### config.mk
export PLATFORM = sky130hd
export DESIGN_NAME = game_sequencer
export DESIGN_NICKNAME = d
export VERILOG_FILES = /design/src/rtl/game_pkg.sv /design/src/rtl/phase_timer.sv /design/src/rtl/game_sequencer.sv
export SDC_FILE = /design/constraint.sdc
export NUM_CORES = 1
export LEC_CHECK = 0
export BUFFER_PORTS_ARGS = -buffer_cell sky130_fd_sc_hd__buf_4
export CORE_MARGIN = 2
export CORE_UTILIZATION = 55
export CTS_CLUSTER_DIAMETER = 30
export DETAILED_ROUTE_END_ITERATION = 8
export PLACE_DENSITY = 0.75
export SYNTH_ARGS = -nofsm -noshare
export SYNTH_HDL_FRONTEND = slang
export SYNTH_HIERARCHICAL = 1
export SYNTH_SLANG_ARGS = --single-unit
### constraint.sdc
create_clock -name clk -period 9.5 [get_ports clk]
set_input_delay 1.425 -clock clk [delete_from_list [all_inputs] [get_ports clk]]
set_output_delay 1.425 -clock clk [all_outputs]
set_load 0.01 [all_outputs]
### src/rtl/game_pkg.sv
// Shared types and helpers for the memory-pattern game controller.
package game_pkg;

    localparam int unsigned NUM_STAGES_DEF = 5;
    localparam int unsigned KEY_W_DEF      = 2;

    typedef enum logic [2:0] {
        ST_IDLE,
        ST_SHOW_ON,
        ST_SHOW_GAP,
        ST_WAIT_IN,
        ST_DONE,
        ST_FAILED
    } state_e;

    // One-hot LED word for a key index; caller truncates to the LED count.
    function automatic logic [31:0] onehot_key(input int unsigned key);
        return 32'd1 << key;
    endfunction

    // Thermometer mask with the low len bits set.
    function automatic logic [31:0] thermometer(input int unsigned len);
        return (32'd1 << len) - 32'd1;
    endfunction

endpackage

### src/rtl/phase_timer.sv
// Loadable down-counter; done_c is high in the last cycle of a loaded phase.
module phase_timer #(
    parameter int unsigned W = 8
) (
    input  logic         clk,
    input  logic         reset,
    input  logic         load,
    input  logic [W-1:0] load_value,
    output logic         done_c
);

    logic [W-1:0] count_q;
    logic [W-1:0] count_d;

    always_comb begin
        count_d = count_q;
        if (load) begin
            count_d = load_value;
        end else if (count_q != '0) begin
            count_d = count_q - W'(1);
        end
    end

    always_ff @(posedge clk) begin
        if (reset) begin
            count_q <= '0;
        end else begin
            count_q <= count_d;
        end
    end

    // A load of N keeps the phase alive for exactly N cycles, N=1 included.
    assign done_c = (count_q == W'(1));

endmodule

### src/rtl/game_sequencer.sv
// Memory-pattern game controller: plays the pattern back on the LEDs, then
// checks player keys against it and advances the stage length.
module game_sequencer
    import game_pkg::*;
#(
    parameter int unsigned NUM_STAGES = NUM_STAGES_DEF,
    parameter int unsigned KEY_W      = KEY_W_DEF,
    parameter int unsigned SHOW_TICKS = 50_000_000,
    parameter int unsigned GAP_TICKS  = 12_500_000
) (
    input  logic                        clk,
    input  logic                        reset,
    input  logic                        start,
    input  logic [NUM_STAGES*KEY_W-1:0] pattern,
    input  logic                        key_valid,
    input  logic [KEY_W-1:0]            key_code,
    output logic [(1<<KEY_W)-1:0]       led,
    output logic [NUM_STAGES-1:0]       stage,
    output logic                        busy,
    output logic                        true_pulse,
    output logic                        clear,
    output logic                        allclear,
    output logic                        fail
);

    localparam int unsigned LEDS     = 1 << KEY_W;
    localparam int unsigned LEN_W    = $clog2(NUM_STAGES + 1);
    localparam int unsigned TICK_MAX = (SHOW_TICKS > GAP_TICKS) ? SHOW_TICKS : GAP_TICKS;
    localparam int unsigned TMR_W    = $clog2(TICK_MAX + 1);

    state_e                state_q, state_d;
    logic [LEN_W-1:0]      len_q, len_d;
    logic [LEN_W-1:0]      idx_q, idx_d;
    logic [LEDS-1:0]       led_q, led_d;
    logic [NUM_STAGES-1:0] stage_q, stage_d;
    logic                  busy_q, busy_d;
    logic                  true_pulse_q, true_pulse_d;
    logic                  clear_q, clear_d;
    logic                  allclear_q, allclear_d;
    logic                  fail_q, fail_d;

    logic                  tmr_load;
    logic [TMR_W-1:0]      tmr_value;
    logic                  tmr_done_c;

    // Pattern step selected with constant slices so an out-of-range index reads as zero.
    function automatic logic [KEY_W-1:0] step_at(input logic [NUM_STAGES*KEY_W-1:0] pat,
                                                 input logic [LEN_W-1:0] i);
        logic [KEY_W-1:0] key;
        key = '0;
        for (int unsigned s = 0; s < NUM_STAGES; s++) begin
            if (i == LEN_W'(s)) begin
                key = pat[s*KEY_W +: KEY_W];
            end
        end
        return key;
    endfunction

    phase_timer #(
        .W (TMR_W)
    ) u_phase_timer (
        .clk        (clk),
        .reset      (reset),
        .load       (tmr_load),
        .load_value (tmr_value),
        .done_c     (tmr_done_c)
    );

    always_comb begin
        state_d      = state_q;
        len_d        = len_q;
        idx_d        = idx_q;
        allclear_d   = allclear_q;
        fail_d       = fail_q;
        true_pulse_d = 1'b0;
        clear_d      = 1'b0;
        tmr_load     = 1'b0;
        tmr_value    = '0;

        unique case (state_q)
            ST_IDLE, ST_DONE, ST_FAILED: begin
                if (start) begin
                    len_d      = LEN_W'(1);
                    idx_d      = '0;
                    allclear_d = 1'b0;
                    fail_d     = 1'b0;
                    state_d    = ST_SHOW_GAP;
                    tmr_load   = 1'b1;
                    tmr_value  = TMR_W'(GAP_TICKS);
                end
            end
            ST_SHOW_ON: begin
                if (tmr_done_c) begin
                    idx_d     = idx_q + LEN_W'(1);
                    state_d   = ST_SHOW_GAP;
                    tmr_load  = 1'b1;
                    tmr_value = TMR_W'(GAP_TICKS);
                end
            end
            ST_SHOW_GAP: begin
                if (tmr_done_c) begin
                    if (idx_q < len_q) begin
                        state_d   = ST_SHOW_ON;
                        tmr_load  = 1'b1;
                        tmr_value = TMR_W'(SHOW_TICKS);
                    end else begin
                        idx_d   = '0;
                        state_d = ST_WAIT_IN;
                    end
                end
            end
            ST_WAIT_IN: begin
                if (key_valid) begin
                    if (key_code == step_at(pattern, idx_q)) begin
                        true_pulse_d = 1'b1;
                        if (idx_q == len_q - LEN_W'(1)) begin
                            if (len_q < LEN_W'(NUM_STAGES)) begin
                                clear_d   = 1'b1;
                                len_d     = len_q + LEN_W'(1);
                                idx_d     = '0;
                                state_d   = ST_SHOW_GAP;
                                tmr_load  = 1'b1;
                                tmr_value = TMR_W'(GAP_TICKS);
                            end else begin
                                allclear_d = 1'b1;
                                state_d    = ST_DONE;
                            end
                        end else begin
                            idx_d = idx_q + LEN_W'(1);
                        end
                    end else begin
                        fail_d  = 1'b1;
                        state_d = ST_FAILED;
                    end
                end
            end
            default: state_d = ST_IDLE;
        endcase

        // Outputs follow the next state so they line up with the registered state.
        led_d   = (state_d == ST_SHOW_ON) ? LEDS'(onehot_key(32'(step_at(pattern, idx_d)))) : '0;
        busy_d  = (state_d == ST_SHOW_ON) || (state_d == ST_SHOW_GAP) || (state_d == ST_WAIT_IN);
        stage_d = NUM_STAGES'(thermometer(32'(len_d)));
    end

    always_ff @(posedge clk) begin
        if (reset) begin
            state_q      <= ST_IDLE;
            len_q        <= '0;
            idx_q        <= '0;
            led_q        <= '0;
            stage_q      <= '0;
            busy_q       <= 1'b0;
            true_pulse_q <= 1'b0;
            clear_q      <= 1'b0;
            allclear_q   <= 1'b0;
            fail_q       <= 1'b0;
        end else begin
            state_q      <= state_d;
            len_q        <= len_d;
            idx_q        <= idx_d;
            led_q        <= led_d;
            stage_q      <= stage_d;
            busy_q       <= busy_d;
            true_pulse_q <= true_pulse_d;
            clear_q      <= clear_d;
            allclear_q   <= allclear_d;
            fail_q       <= fail_d;
        end
    end

    assign led        = led_q;
    assign stage      = stage_q;
    assign busy       = busy_q;
    assign true_pulse = true_pulse_q;
    assign clear      = clear_q;
    assign allclear   = allclear_q;
    assign fail       = fail_q;

endmodule

# Word level (Yosys, flattened, before mapping)
# Cells that the tools add are included.
[word_totals] ff_bits=49 input_bits=16 output_inout_bits=14 elab_cells=128
[classes] addsub=5 magnitude_cmp=2 eq_ne=25 n_shift=2 muxes=66 n_bitwise=3 reduce_logical=14
[op_table] cell="$mux W24" n=6
[op_table] cell="$mux W26" n=4
[op_table] cell="$pmux W26 S4" n=1
[op_table] cell="$mux W3" n=20
[op_table] cell="$eq A26 B1 Y1 const B" n=1
[op_table] cell="$mux W2" n=13
[op_table] cell="$reduce_bool A26 Y1" n=1
[op_table] cell="$sub A26 B1 Y26 const B" n=1
[op_table] cell="$eq A3 B2 Y1 const B" n=8
[op_table] cell="$pmux W3 S4" n=2
[op_table] cell="$mux W1" n=16
[op_table] cell="$eq A3 B1 Y1 const B" n=4
[op_table] cell="$eq A3 B3 Y1 const B" n=4
[op_table] cell="$ne A2 B2 Y1 const B" n=6
[op_table] cell="$logic_not A3 Y1" n=3
[op_table] cell="$add A3 B1 Y3 const B" n=2
[op_table] cell="$pmux W3 S2" n=1
[op_table] cell="$reduce_and A6 Y1" n=1
[op_table] cell="$reduce_or A3 Y1" n=2
[op_table] cell="$shl A1 B3 Y5 const A" n=1
[op_table] cell="$sub A5 B1 Y5 const B" n=1
[op_table] cell="$pmux W1 S2" n=2
[op_table] cell="$pmux W1 S4" n=1
[op_table] cell="$reduce_and A4 Y1" n=1
[op_table] cell="other kinds (10)" n=15

# Depth between registers and ports, before layout
# Gate-level depths: netlist (run 1).
[logic_depth] depth_word=19 mapped_depth=14 ltp_nobuf=14

# Cells and area by module
# Netlist (run 1), hierarchy kept.
[modules_own_cells] mod="game_sequencer" instances=1 cells_each=198 area_per_inst_um2=1670.4 seq_area_each_um2=460.4
[modules_own_cells] mod="phase_timer" instances=1 cells_each=190 area_per_inst_um2=1516.5 seq_area_each_um2=520.5

# Least setup slack after synthesis (run 1)
# OpenSTA, ideal clock, no wires.
[synth_path] path_type="input to register" start="input pattern[7]" end="register u_phase_timer.count_q[4]" setup_ns=0.114 t_arrival_ns=3.601 required_ns=9.386 slack_ns=5.786 path_stages=11 n_path_buf=2 cell_sequence="a22o_1 > a21o_1 > o211ai_1 > nand4_1 > nand3_1 > or2_2 > clkbuf_1 > clkbuf_1 > nor2_1 > a21oi_1 > nor2_1"
[synth_between] elab_chain_len=9 elab_cells_between_ends=13 classes_between="eq/ne (1); mux (11); reduce/logical (1)"
[synth_rtl] element="from (decl)" line="game_sequencer.sv:14" source="input logic [NUM_STAGES*KEY_W-1:0] pattern,"
[synth_rtl] element="$mux W2 * (2 in series)" line="game_sequencer.sv:52" source="if (i == LEN_W'(s)) begin"
[synth_rtl] element="$mux W2 *" line="game_sequencer.sv:113" source="if (key_valid) begin"
[synth_rtl] element="$mux W2 *" line="game_sequencer.sv:80" source="unique case (state_q)"
[synth_rtl] element="$eq A2 B2 Y1 *" line="game_sequencer.sv:114" source="if (key_code == step_at(pattern, idx_q)) begin"
[synth_rtl] element="$mux W1 *" line="game_sequencer.sv:114"
[synth_rtl] element="$mux W1 *" line="game_sequencer.sv:113"
[synth_rtl] element="$pmux W1 S4 *" line="game_sequencer.sv:80"
[synth_rtl] element="net tmr_load" line="game_sequencer.sv:42" source="logic tmr_load;"
[synth_rtl] element="$mux W26 or $reduce_bool A2 Y1 (tied branches)"
[synth_rtl] element="to (signal assigned)" line="phase_timer.sv:28" source="count_q <= count_d;"
[synth_rtl] element="to (decl)" line="phase_timer.sv:12" source="logic [W-1:0] count_q;"
# The timed path passes the listed nets; every way through them passes the cells marked *. The select of a mux whose other input is x is not followed.
# A chain may end at the register's enable or synchronous reset.

# Final worst setup path (run 1)
[layout_path] start="register u_phase_timer.count_q[16]" end="register u_phase_timer.count_q[3]"
[layout_between] elab_chain_len=4 elab_cells_between_ends=9 classes_between="eq/ne (1); mux (6); reduce/logical (2)"
[layout_rtl] element="$eq A26 B1 Y1 *" line="phase_timer.sv:33" source="assign done_c = (count_q == W'(1));"
[layout_rtl] element="net tmr_done_c" line="game_sequencer.sv:44" source="logic tmr_done_c;"
[layout_rtl] element="$mux W1 (on tied branches)" line="game_sequencer.sv:101, game_sequencer.sv:93"
[layout_rtl] element="$pmux W1 S4 *" line="game_sequencer.sv:80"
[layout_rtl] element="net tmr_load" line="game_sequencer.sv:42"
[layout_rtl] element="$mux W26 or $reduce_bool A2 Y1 (tied branches)"
# The timed path passes the listed nets; every way through them passes the cells marked *.

==> impl_metrics.py, run 1 <==
metrics = {
    "outcome": {
        "status": "finished clean",
    },
    "timing": {
        "finalHoldViolations": 0,
        "setup_viol": 0,
        "tns_ns": 0,
        "fmax_mhz": 205,
        "relSlewSlack_pct": 34.9,
        "fin_crit_sh_pct": 51.3,
        "rsz0062_at_grt": "false",
        "holdWs_ns": 0.506,
        "worstMarginPinSlew_ns": 0.968,
        "slew_violations": 0,
        "skew_ns": 0.00768,
        "min_period_ns": 4.87,
    },
    "die": {
        "rows": 27,
        "die-area_sq_um": 6420,
        "ioPinCount": 30,
        "start_util_pct": 57.5,
        "fp.dieH_um": 80.1,
        "die_w_um": 80.1,
        "core_sq_um": 5540,
    },
    "global_routing": {
        "grt_max_degree": 36,
        "grt_pass1_vias": 2696,
        "grt_util_all_layers_pct": 23.1,
        "grt_overflow": 0,
        "grt_pass1_wl_um": 12000,
        "antenna_found_initial": 0,
    },
    "cts": {
        "holdBufCountCts": 0,
        "post_cts_buffers": 0,
        "clk_path_buf_depth": 2,
        "cts.reportedPaths.clkPinSlew_ns": 0.09,
        "clockRootBuffer": "clkbuf_8",
        "clkSinkCount": 49,
        "htree_levels": 2,
        "cts_resized": 0,
        "cts_tree": "built",
        "clk_latency_ns": 0.30,
        "cts-buffers-inserted": 5,
    },
    "power_and_ir_drop": {
        "power_frac_clock_pct": 24.8,
        "seqPwrFrac_pct": 49.4,
        "vdd_drop_max_v": 0.0000726,
        "power.total_mw": 0.481,
        "power.net_switching_mw": 0.155,
        "comb_power_share_pct": 25.8,
        "p_sw_share_pct": 32.3,
        "internal-power_mw": 0.326,
        "powerDensity_nw_per_um2": 136,
        "p_leak_nw": 1.38,
    },
    "logic_synthesis": {
        "seq_area_frac_synth_pct": 30.8,
        "synth_area_sq_um": 3190,
        "synth_area_per_cell_sq_um": 8.21,
        "synth_edf_count": 0,
        "netlist-cell-type-count": 72,
        "synth-seq-cells": 49,
        "ys.warnings.count": 6,
        "syn_inst": 388,
        "synth_ff_type": "dfxtp_1",
        "async_flop_share_pct": 0,
    },
    "placed_design": {
        "io_buffers": 29,
        "place_congestion": 0.879,
        "hpwl_um": 5180,
    },
    "detailed_routing": {
        "met3_length_um": 282,
        "wl_met2_um": 3420,
        "routed_wirelength_um": 7010,
        "num_vias": 2911,
        "vias_per_cell": 5.93,
        "avgRoutedWirePerCell_um": 14.3,
        "drtAntennaViolNets": 0,
        "highest_layer": "met4",
        "wl_met1_um": 3220,
        "drt_pass1_iterations": 5,
        "drc": 0,
        "drt_iter0_markers": 203,
    },
    "worst_setup_path": {
        "path_cells": "or4_1 > or4_4 > nor2_1 > nand2_1 > nor4_1 > or2_2 > clkinv_1 > and3_1 > o2bb2ai_1",
        "crit_buf_inv": 1,
        "cp_data_arrival_time_ns": 5.05,
        "critPathSlowestCell": "clkinv_1",
        "cpPeakStageDelay_ns": 0.88,
        "path_max_fanout": 35,
        "endpoint_kind": "flip-flop",
        "cp_top_family": "simple AND/OR/NAND/NOR gates",
        "cp.required_ns": 9.68,
        "crit_path_start_kind": "flip-flop",
        "worstSetupPathType": "flip-flop to flip-flop",
    },
    "finish": {
        "syn2layout_area_growth_pct": 11.0,
        "diodes": 0,
        "drive_above_1_share_pct": 13.4,
        "layout_common_cells": "dfxtp_1 (49), nor2_1 (46), buf_4 (29)",
        "final_common_cell": "dfxtp_1",
        "nFillCells": 487,
        "nNetsFinal": 447,
        "fin_util_pct": 63.8,
    },
    "flow_run": {
        "drv_cap": 0,
    },
    "min_path": {
        "hp-class": "flip-flop to flip-flop",
    },
}
[sequential cells by signal, indices dropped and copies added (netlist names)]
signal                 flops
u_phase_timer/count_q     26
stage                      5
led                        4
idx_q                      3
len_q                      3
state_q                    3
allclear                   1
busy                       1
clear                      1
fail                       1
true_pulse                 1
[power groups by stage]
| stage | Sequential (mW) | Combinational, mW | Clock [mW] |
|---|---|---|---|
| CTS | 0.237 | 0.124 | 0.122 |
| global placement | 0.241 | 0.121 | 0 |
| finish | 0.237 | 0.124 | 0.120 |
| global route | 0.240 | 0.139 | 0.134 |
| floorplan | 0.239 | 0.101 | 0 |
| detailed placement | 0.242 | 0.123 | 0 |
[synthesized netlist by cell type, drive strengths merged, types with 2 or more instances]
cell type	count	area, sq um
nand3b	6	45.0
a21oi	17	85.1
and3	2	12.5
inv	20	75.1
ha	13	163
nor2	47	179
a31oi	9	56.3
dfxtp	49	981
o211ai	6	50.1
clkbuf	11	41.3
o311ai	4	50.1
nand4	4	25.0
o221ai	2	23.8
or2	8	50.1
o21a	3	22.5
o21ai	12	60.1
nor2b	7	43.8
nor4	15	113
xnor2	12	105
mux2i	8	80.1
nand2	22	82.6
buf	4	35.0
a211oi	12	90.1
xor2	2	17.5
and2	4	25.0
a2111o	2	22.5
nor3	18	101
or3	6	37.5
nand2b	4	25.0
a21o	4	30.0
nand3	13	70.1
o22ai	2	18.8
or4	9	75.1
nor3b	3	22.5
o31a	3	26.3
o211a	4	40.0
a22o	2	17.5
[per-stage QoR]
step | worst slack [ns] | cells | instance area, sq um
floorplan | 5.79 | 397 | 3220
global placement | 4.38 | 483 | 3450
detailed placement | 4.39 | 483 | 3450
CTS | 4.65 | 491 | 3540
global route | 4.18 | 491 | 3540
finish | 4.63 | 491 | 3540
[cell families after synthesis]
kind of cell             share of synthesized area, %
AND/OR/NAND/NOR                                  29.4
AO/OA/AOI/OAI                                    22.2
flip-flops                                       30.8
buffers and inverters                            4.87
XOR/XNOR                                         4.63
adder cells (fa/ha/maj)                          5.10
multiplexers                                     2.87
other                                           0.118
[per-layer routing]
layer  global-route usage [%]  up-vias
met1                     29.9     1349
met4                     7.46        0
met5                        0        -
met2                     39.1       64
met3                     3.93        9
li1                         -     1489
[layout make-up]
| type | count | area (sq um) | area share [%] |
|---|---|---|---|
| Clock inverter | 1 | 7.51 | 0.212 |
| Inverter | 21 | 78.8 | 2.23 |
| Timing Repair Buffer | 29 | 218 | 6.16 |
| Sequential cell | 49 | 981 | 27.7 |
| Tap cell | 72 | 90.1 | 2.55 |
| Clock buffer | 7 | 76.3 | 2.16 |
| Multi-Input combinational cell | 312 | 2080 | 59.0 |
[tightest hold or removal path: stages (launching register included)]
cell     delay, ns
dfxtp_1       0.32
nand3_1       0.06
a31oi_1       0.08
[worst paths after layout]
path / start / end / slack (ns) / cells past startpoint
min: u_phase_timer/count_q[11] / u_phase_timer/count_q[11] / 0.51 / 2
max reg2reg: u_phase_timer/count_q[16] / u_phase_timer/count_q[3] / 4.63 / 9
min reg2reg: u_phase_timer/count_q[11] / u_phase_timer/count_q[11] / 0.51 / 2
max: u_phase_timer/count_q[16] / u_phase_timer/count_q[3] / 4.63 / 9
(Power assumes the default switching activity.)
==> run 2, diff against run 1 <==
--- a/config.mk
+++ b/config.mk
@@ -7,10 +7,10 @@
 export LEC_CHECK = 0
 export BUFFER_PORTS_ARGS = -buffer_cell sky130_fd_sc_hd__buf_4
 export CORE_MARGIN = 2
-export CORE_UTILIZATION = 55
+export CORE_UTILIZATION = 54
 export CTS_CLUSTER_DIAMETER = 30
 export DETAILED_ROUTE_END_ITERATION = 8
-export PLACE_DENSITY = 0.75
+export PLACE_DENSITY = 0.77
 export SYNTH_ARGS = -nofsm -noshare
 export SYNTH_HDL_FRONTEND = slang
 export SYNTH_HIERARCHICAL = 1
==> constraint.sdc (replaced) <==
create_clock -name clk -period 4.05 [get_ports clk]
set_input_delay 0.6075 -clock clk [delete_from_list [all_inputs] [get_ports clk]]
set_output_delay 0.6075 -clock clk [all_outputs]
set_load 0.01 [all_outputs]
==> run 2 against run 1 <==
  * Flip-flop and latch count unchanged
  * Critical path depth up 5
  * Routed wire length up 1.2%
  * Cell count up 2.0%
  * Sequential share of layout area down 0.61 points
  * Die area up 1.8%
  * Final area up 2.2%
  * Largest cell class unchanged
==> impl_metrics.py, run 2 (same netlist as run 1, synthesis figures left out) <==
metrics = {
    "timing": {
        "slew_violations": 0,
        "finalHoldViolations": 0,
        "rsz0062_at_grt": "false",
        "worstMarginPinSlew_ns": 0.726,
        "fmax_mhz": 271,
        "tns_ns": 0,
        "skew_ns": 0.00967,
        "relSlewSlack_pct": 51.5,
        "fin_crit_sh_pct": 91.1,
        "min_period_ns": 3.69,
        "setup_ws_ns": 0.359,
        "setup_viol": 0,
    },
    "finish": {
        "nNetsFinal": 457,
        "drive_above_1_share_pct": 15.6,
        "final_common_cell": "dfxtp_1",
        "largest_register_ffs": 26,
        "nFillCells": 492,
        "syn2layout_area_growth_pct": 13.4,
        "layout_common_cells": "dfxtp_1 (49), nor2_1 (46), buf_4 (39)",
        "regMostFlops": "u_phase_timer/count_q",
        "fin_cells": 501,
        "diodes": 0,
        "fin_util_pct": 64.5,
    },
    "detailed_routing": {
        "avgRoutedWirePerCell_um": 14.2,
        "num_vias": 2993,
        "drtAntennaViolNets": 0,
        "drc": 0,
        "vias_per_cell": 5.97,
        "routed_wirelength_um": 7100,
        "drt_iter0_markers": 209,
        "drt_pass1_iterations": 4,
    },
    "min_path": {
        "hold_path_end": "u_phase_timer/count_q[11]",
        "worstHoldStart": "u_phase_timer/count_q[11]",
        "whs_path_depth": 2,
        "hp-class": "flip-flop to flip-flop",
    },
    "cts": {
        "cts.reportedPaths.clkPinSlew_ns": 0.10,
        "cts_tree": "built",
        "clk_latency_ns": 0.30,
        "cts_resized": 0,
        "clk_path_buf_depth": 2,
        "clockRootBuffer": "clkbuf_8",
        "holdBufCountCts": 0,
        "post_cts_buffers": 0,
        "htree_levels": 2,
        "cts-buffers-inserted": 5,
        "clkSinkCount": 49,
    },
    "placed_design": {
        "hpwl_um": 5330,
        "dp_slack_ns": 0.401,
        "place_congestion": 0.839,
        "place_inst": 493,
        "io_buffers": 29,
    },
    "worst_setup_path": {
        "cp_num_cells": 14,
        "cp.required_ns": 4.26,
        "cp_data_arrival_time_ns": 3.90,
        "path_cells": "inv_1 > ha_1 > or2_1 > a2111o_1 > o211ai_1 > nand4_1 > and3_1 > nor2_1 > and2_1 > nand2_1 > ha_1 > nor2_1 > mux2i_1 > o31ai_1",
        "endpoint_kind": "flip-flop",
        "cpPeakStageDelay_ns": 0.52,
        "cp_top_family": "simple AND/OR/NAND/NOR gates",
        "r2r-start": "idx_q[2]",
        "crit_buf_inv": 1,
        "crit_path_start_kind": "flip-flop",
        "ff2ff_setup_slack_ns": 0.36,
        "critPathSlowestCell": "dfxtp_1",
        "rr_endpoint": "stage[4]",
        "ff2ff_path_depth": 14,
        "critPathLaunch": "idx_q[2]",
        "worstSetupPathType": "flip-flop to flip-flop",
        "path_max_fanout": 9,
    },
    "global_routing": {
        "grt_overflow": 0,
        "grt_pass1_wl_um": 11400,
        "grt_max_degree": 33,
        "grt_pass1_vias": 2553,
        "grt_util_all_layers_pct": 21.9,
        "antenna_found_initial": 0,
    },
    "die": {
        "die-area_sq_um": 6530,
        "start_util_pct": 56.8,
        "core_sq_um": 5610,
        "ioPinCount": 30,
        "rows": 27,
        "die_w_um": 80.8,
        "fp.dieH_um": 80.8,
    },
    "outcome": {
        "status": "finished clean",
    },
    "power_and_ir_drop": {
        "vdd_drop_max_v": 0.000196,
        "powerDensity_nw_per_um2": 321,
        "power.total_mw": 1.16,
        "p_leak_nw": 1.43,
    },
    "flow_run": {
        "drv_cap": 0,
    },
}
==> run 2: cell count changes in the layout (fill, tap and decap cells not counted) <==
| cell | change |
|---|---|
| buf_4 | +10 |
| clkbuf_1 | -1 |
| clkinvlp_4 | +1 |
==> run 2: through the flow <==
stage,hold WS [ns],instance area [sq um]
global placement,0.487,3530
detailed placement,0.493,3530
CTS,0.506,3610
finish,0.511,3610
floorplan,0.468,3220
global route,0.523,3610
==> run 2: worst max path at each step <==
stage	end	slack (ns)
floorplan	led[1]	0.35
global placement	led[1]	0.46
detailed placement	led[3]	0.40
CTS	led[3]	0.38
global route	stage[4]	0.06
finish	stage[4]	0.36
==> run 2: layout make-up <==
class	instances	area, sq um	share of cell area (%)
timing repair buffer	39	293	8.10
multi-input combinational	312	2080	57.7
tap	72	90.1	2.49
sequential	49	981	27.1
clock buffer	6	72.6	2.01
inverter	21	78.8	2.18
clock inverter	2	15.0	0.415
==> run 2: routing by layer <==
| metal | part of all wire (%) | global-route usage (%) | vias up |
|---|---|---|---|
| li1 | - | - | 1510 |
| met1 | 49 | 30.4 | 1390 |
| met2 | 45 | 35.0 | 87 |
| met3 | 4.9 | 3.44 | 6 |
| met4 | 0.83 | 6.61 | 0 |
| met5 | 0 | 0 | - |
==> run 2: report_power, final <==
part / leakage [nW] / internal (mW) / switching [mW]
clock network: 0.0374 / 0.122 / 0.170
logic: 0.992 / 0.137 / 0.174
registers: 0.402 / 0.518 / 0.0397
==> run 2: worst reg2reg max path: cells and delay by family, from the launching register on <==
family | cells | cell delay (ns)
AOI/OAI and AO/OA | 3 | 0.87
and+or+nand+nor | 7 | 1.55
adders and majority gates | 2 | 0.49
muxes | 1 | 0.08
buffers and inverters | 1 | 0.08
DFF | 1 | 0.52
==> run 3, diff against run 2 <==
--- a/config.mk
+++ b/config.mk
@@ -10,7 +10,7 @@
 export CORE_UTILIZATION = 54
 export CTS_CLUSTER_DIAMETER = 30
 export DETAILED_ROUTE_END_ITERATION = 8
-export PLACE_DENSITY = 0.77
+export PLACE_DENSITY_LB_ADDON = 0.05
 export SYNTH_ARGS = -nofsm -noshare
 export SYNTH_HDL_FRONTEND = slang
 export SYNTH_HIERARCHICAL = 1
==> run 3 against run 2 <==
  * Final area is essentially flat
  * Global-route usage grew 2.4 points
  * Sequential power is essentially flat
  * Highest routed layer unchanged
  * Critical endpoint is now led[2]
==> impl_metrics.py, run 3 (same netlist as run 1, synthesis figures left out) <==
metrics = {
    "global_routing": {
        "grt_pass1_vias": 2785,
        "grt_util_all_layers_pct": 24.3,
        "grt_overflow": 0,
        "grt_pass1_wl_um": 12700,
        "antenna_found_initial": 0,
        "grt_max_degree": 36,
    },
    "cts": {
        "cts.reportedPaths.clkPinSlew_ns": 0.09,
        "cts_resized": 0,
        "cts-buffers-inserted": 5,
        "htree_levels": 2,
        "clockRootBuffer": "clkbuf_8",
        "post_cts_buffers": 0,
        "clkSinkCount": 49,
        "cts_tree": "built",
        "clk_latency_ns": 0.30,
        "clk_path_buf_depth": 2,
        "holdBufCountCts": 0,
    },
    "detailed_routing": {
        "avgRoutedWirePerCell_um": 15.0,
        "drtAntennaViolNets": 0,
        "routed_wirelength_um": 7510,
        "vias_per_cell": 6.00,
        "num_vias": 3000,
        "drt_pass1_iterations": 5,
        "drc": 0,
        "drt_iter0_markers": 199,
        "wl_met2_um": 3740,
        "highest_layer": "met4",
        "met3_length_um": 380,
        "wl_met1_um": 3280,
    },
    "timing": {
        "worstMarginPinSlew_ns": 0.697,
        "relSlewSlack_pct": 53.4,
        "min_period_ns": 3.79,
        "tns_ns": 0,
        "finalHoldViolations": 0,
        "skew_ns": 0.0106,
        "setup_viol": 0,
        "slew_violations": 0,
        "fin_crit_sh_pct": 93.5,
        "rsz0062_at_grt": "false",
        "fmax_mhz": 264,
    },
    "die": {
        "core_sq_um": 5610,
        "rows": 27,
        "fp.dieH_um": 80.8,
        "ioPinCount": 30,
        "die_w_um": 80.8,
        "die-area_sq_um": 6530,
        "start_util_pct": 56.8,
    },
    "outcome": {
        "status": "finished clean",
    },
    "worst_setup_path": {
        "path_max_fanout": 7,
        "r2r-start": "u_phase_timer/count_q[16]",
        "ff2ff_setup_slack_ns": 0.26,
        "worstSetupPathType": "flip-flop to flip-flop",
        "rr_endpoint": "led[2]",
        "endpoint_kind": "flip-flop",
        "cp.required_ns": 4.25,
        "crit_path_start_kind": "flip-flop",
        "ff2ff_path_depth": 11,
        "cp_data_arrival_time_ns": 3.99,
    },
    "finish": {
        "largest_register_ffs": 26,
        "regMostFlops": "u_phase_timer/count_q",
        "nFillCells": 518,
        "nNetsFinal": 457,
        "diodes": 0,
        "final_common_cell": "dfxtp_1",
        "multi_input_area_sq_um": 2080,
        "syn2layout_area_growth_pct": 13.5,
        "drive_above_1_share_pct": 15.7,
        "layout_common_cells": "dfxtp_1 (49), nor2_1 (46), buf_4 (39)",
        "seq_area_sq_um": 981,
    },
    "power_and_ir_drop": {
        "power.total_mw": 1.16,
        "powerDensity_nw_per_um2": 321,
        "p_leak_nw": 1.44,
        "vdd_drop_max_v": 0.000188,
    },
    "min_path": {
        "whs_path_depth": 2,
        "hold_path_end": "u_phase_timer/count_q[11]",
        "hp-class": "flip-flop to flip-flop",
        "worstHoldStart": "u_phase_timer/count_q[11]",
    },
    "placed_design": {
        "hpwl_um": 5570,
        "place_congestion": 0.908,
        "io_buffers": 29,
    },
    "flow_run": {
        "drv_cap": 0,
    },
}
run 3: area by class of cell:
type	count	area share (%)
inverter	21	2.18
timing repair buffer	39	8.09
sequential	49	27.1
multi-input combinational	312	57.6
clock buffer	6	2.28
tap	72	2.49
clock inverter	1	0.208
run 3: worst max path at each step:
stage	start	to	slack [ns]	depth (start not counted)
global route	u_phase_timer/count_q[16]	led[0]	0.04	11
global placement	u_phase_timer/count_q[16]	led[0]	0.41	11
CTS	u_phase_timer/count_q[16]	led[2]	0.28	11
detailed placement	u_phase_timer/count_q[16]	led[1]	0.33	11
finish	u_phase_timer/count_q[16]	led[2]	0.26	11
floorplan	u_phase_timer/count_q[12]	led[1]	0.35	13
run 3: where the power goes:
group | total (mW) | internal, mW | leakage (nW) | switching, mW
Clock | 0.295 | 0.135 | 0.0433 | 0.160
Combinational | 0.309 | 0.136 | 0.993 | 0.173
Sequential | 0.557 | 0.518 | 0.402 | 0.0390
run 3: metrics by stage:
| step | worst slack [ns] | utilization (%) | hold slack [ns] | area [sq um] | instances |
|---|---|---|---|---|---|
| floorplan | 0.346 | - | 0.468 | 3220 | 397 |
| global placement | 0.407 | 62.9 | 0.488 | 3530 | 493 |
| detailed placement | 0.330 | 62.9 | 0.489 | 3530 | 493 |
| CTS | 0.280 | 64.5 | 0.518 | 3620 | 500 |
| global route | 0.0422 | 64.5 | 0.552 | 3620 | 500 |
| finish | 0.262 | 64.5 | 0.517 | 3620 | 500 |
run 3: layer usage:
metal | vias to the layer above | global-route usage [%]
met3 | 13 | 4.00
li1 | 1511 | -
met2 | 90 | 41.4
met5 | - | 0
met4 | 0 | 8.98
met1 | 1386 | 30.7
run 3: worst max-delay path, cell delays in order (launching register included):
cell and delay (ns):
dfxtp_1 0.35, or4_1 0.59, or4_4 0.62, nor2_1 0.20
nand2_1 0.14, a211o_1 0.31, a311o_1 0.35, o311ai_2 0.25
o221ai_2 0.20, or2_1 0.26, o221a_1 0.27, nor4_2 0.15
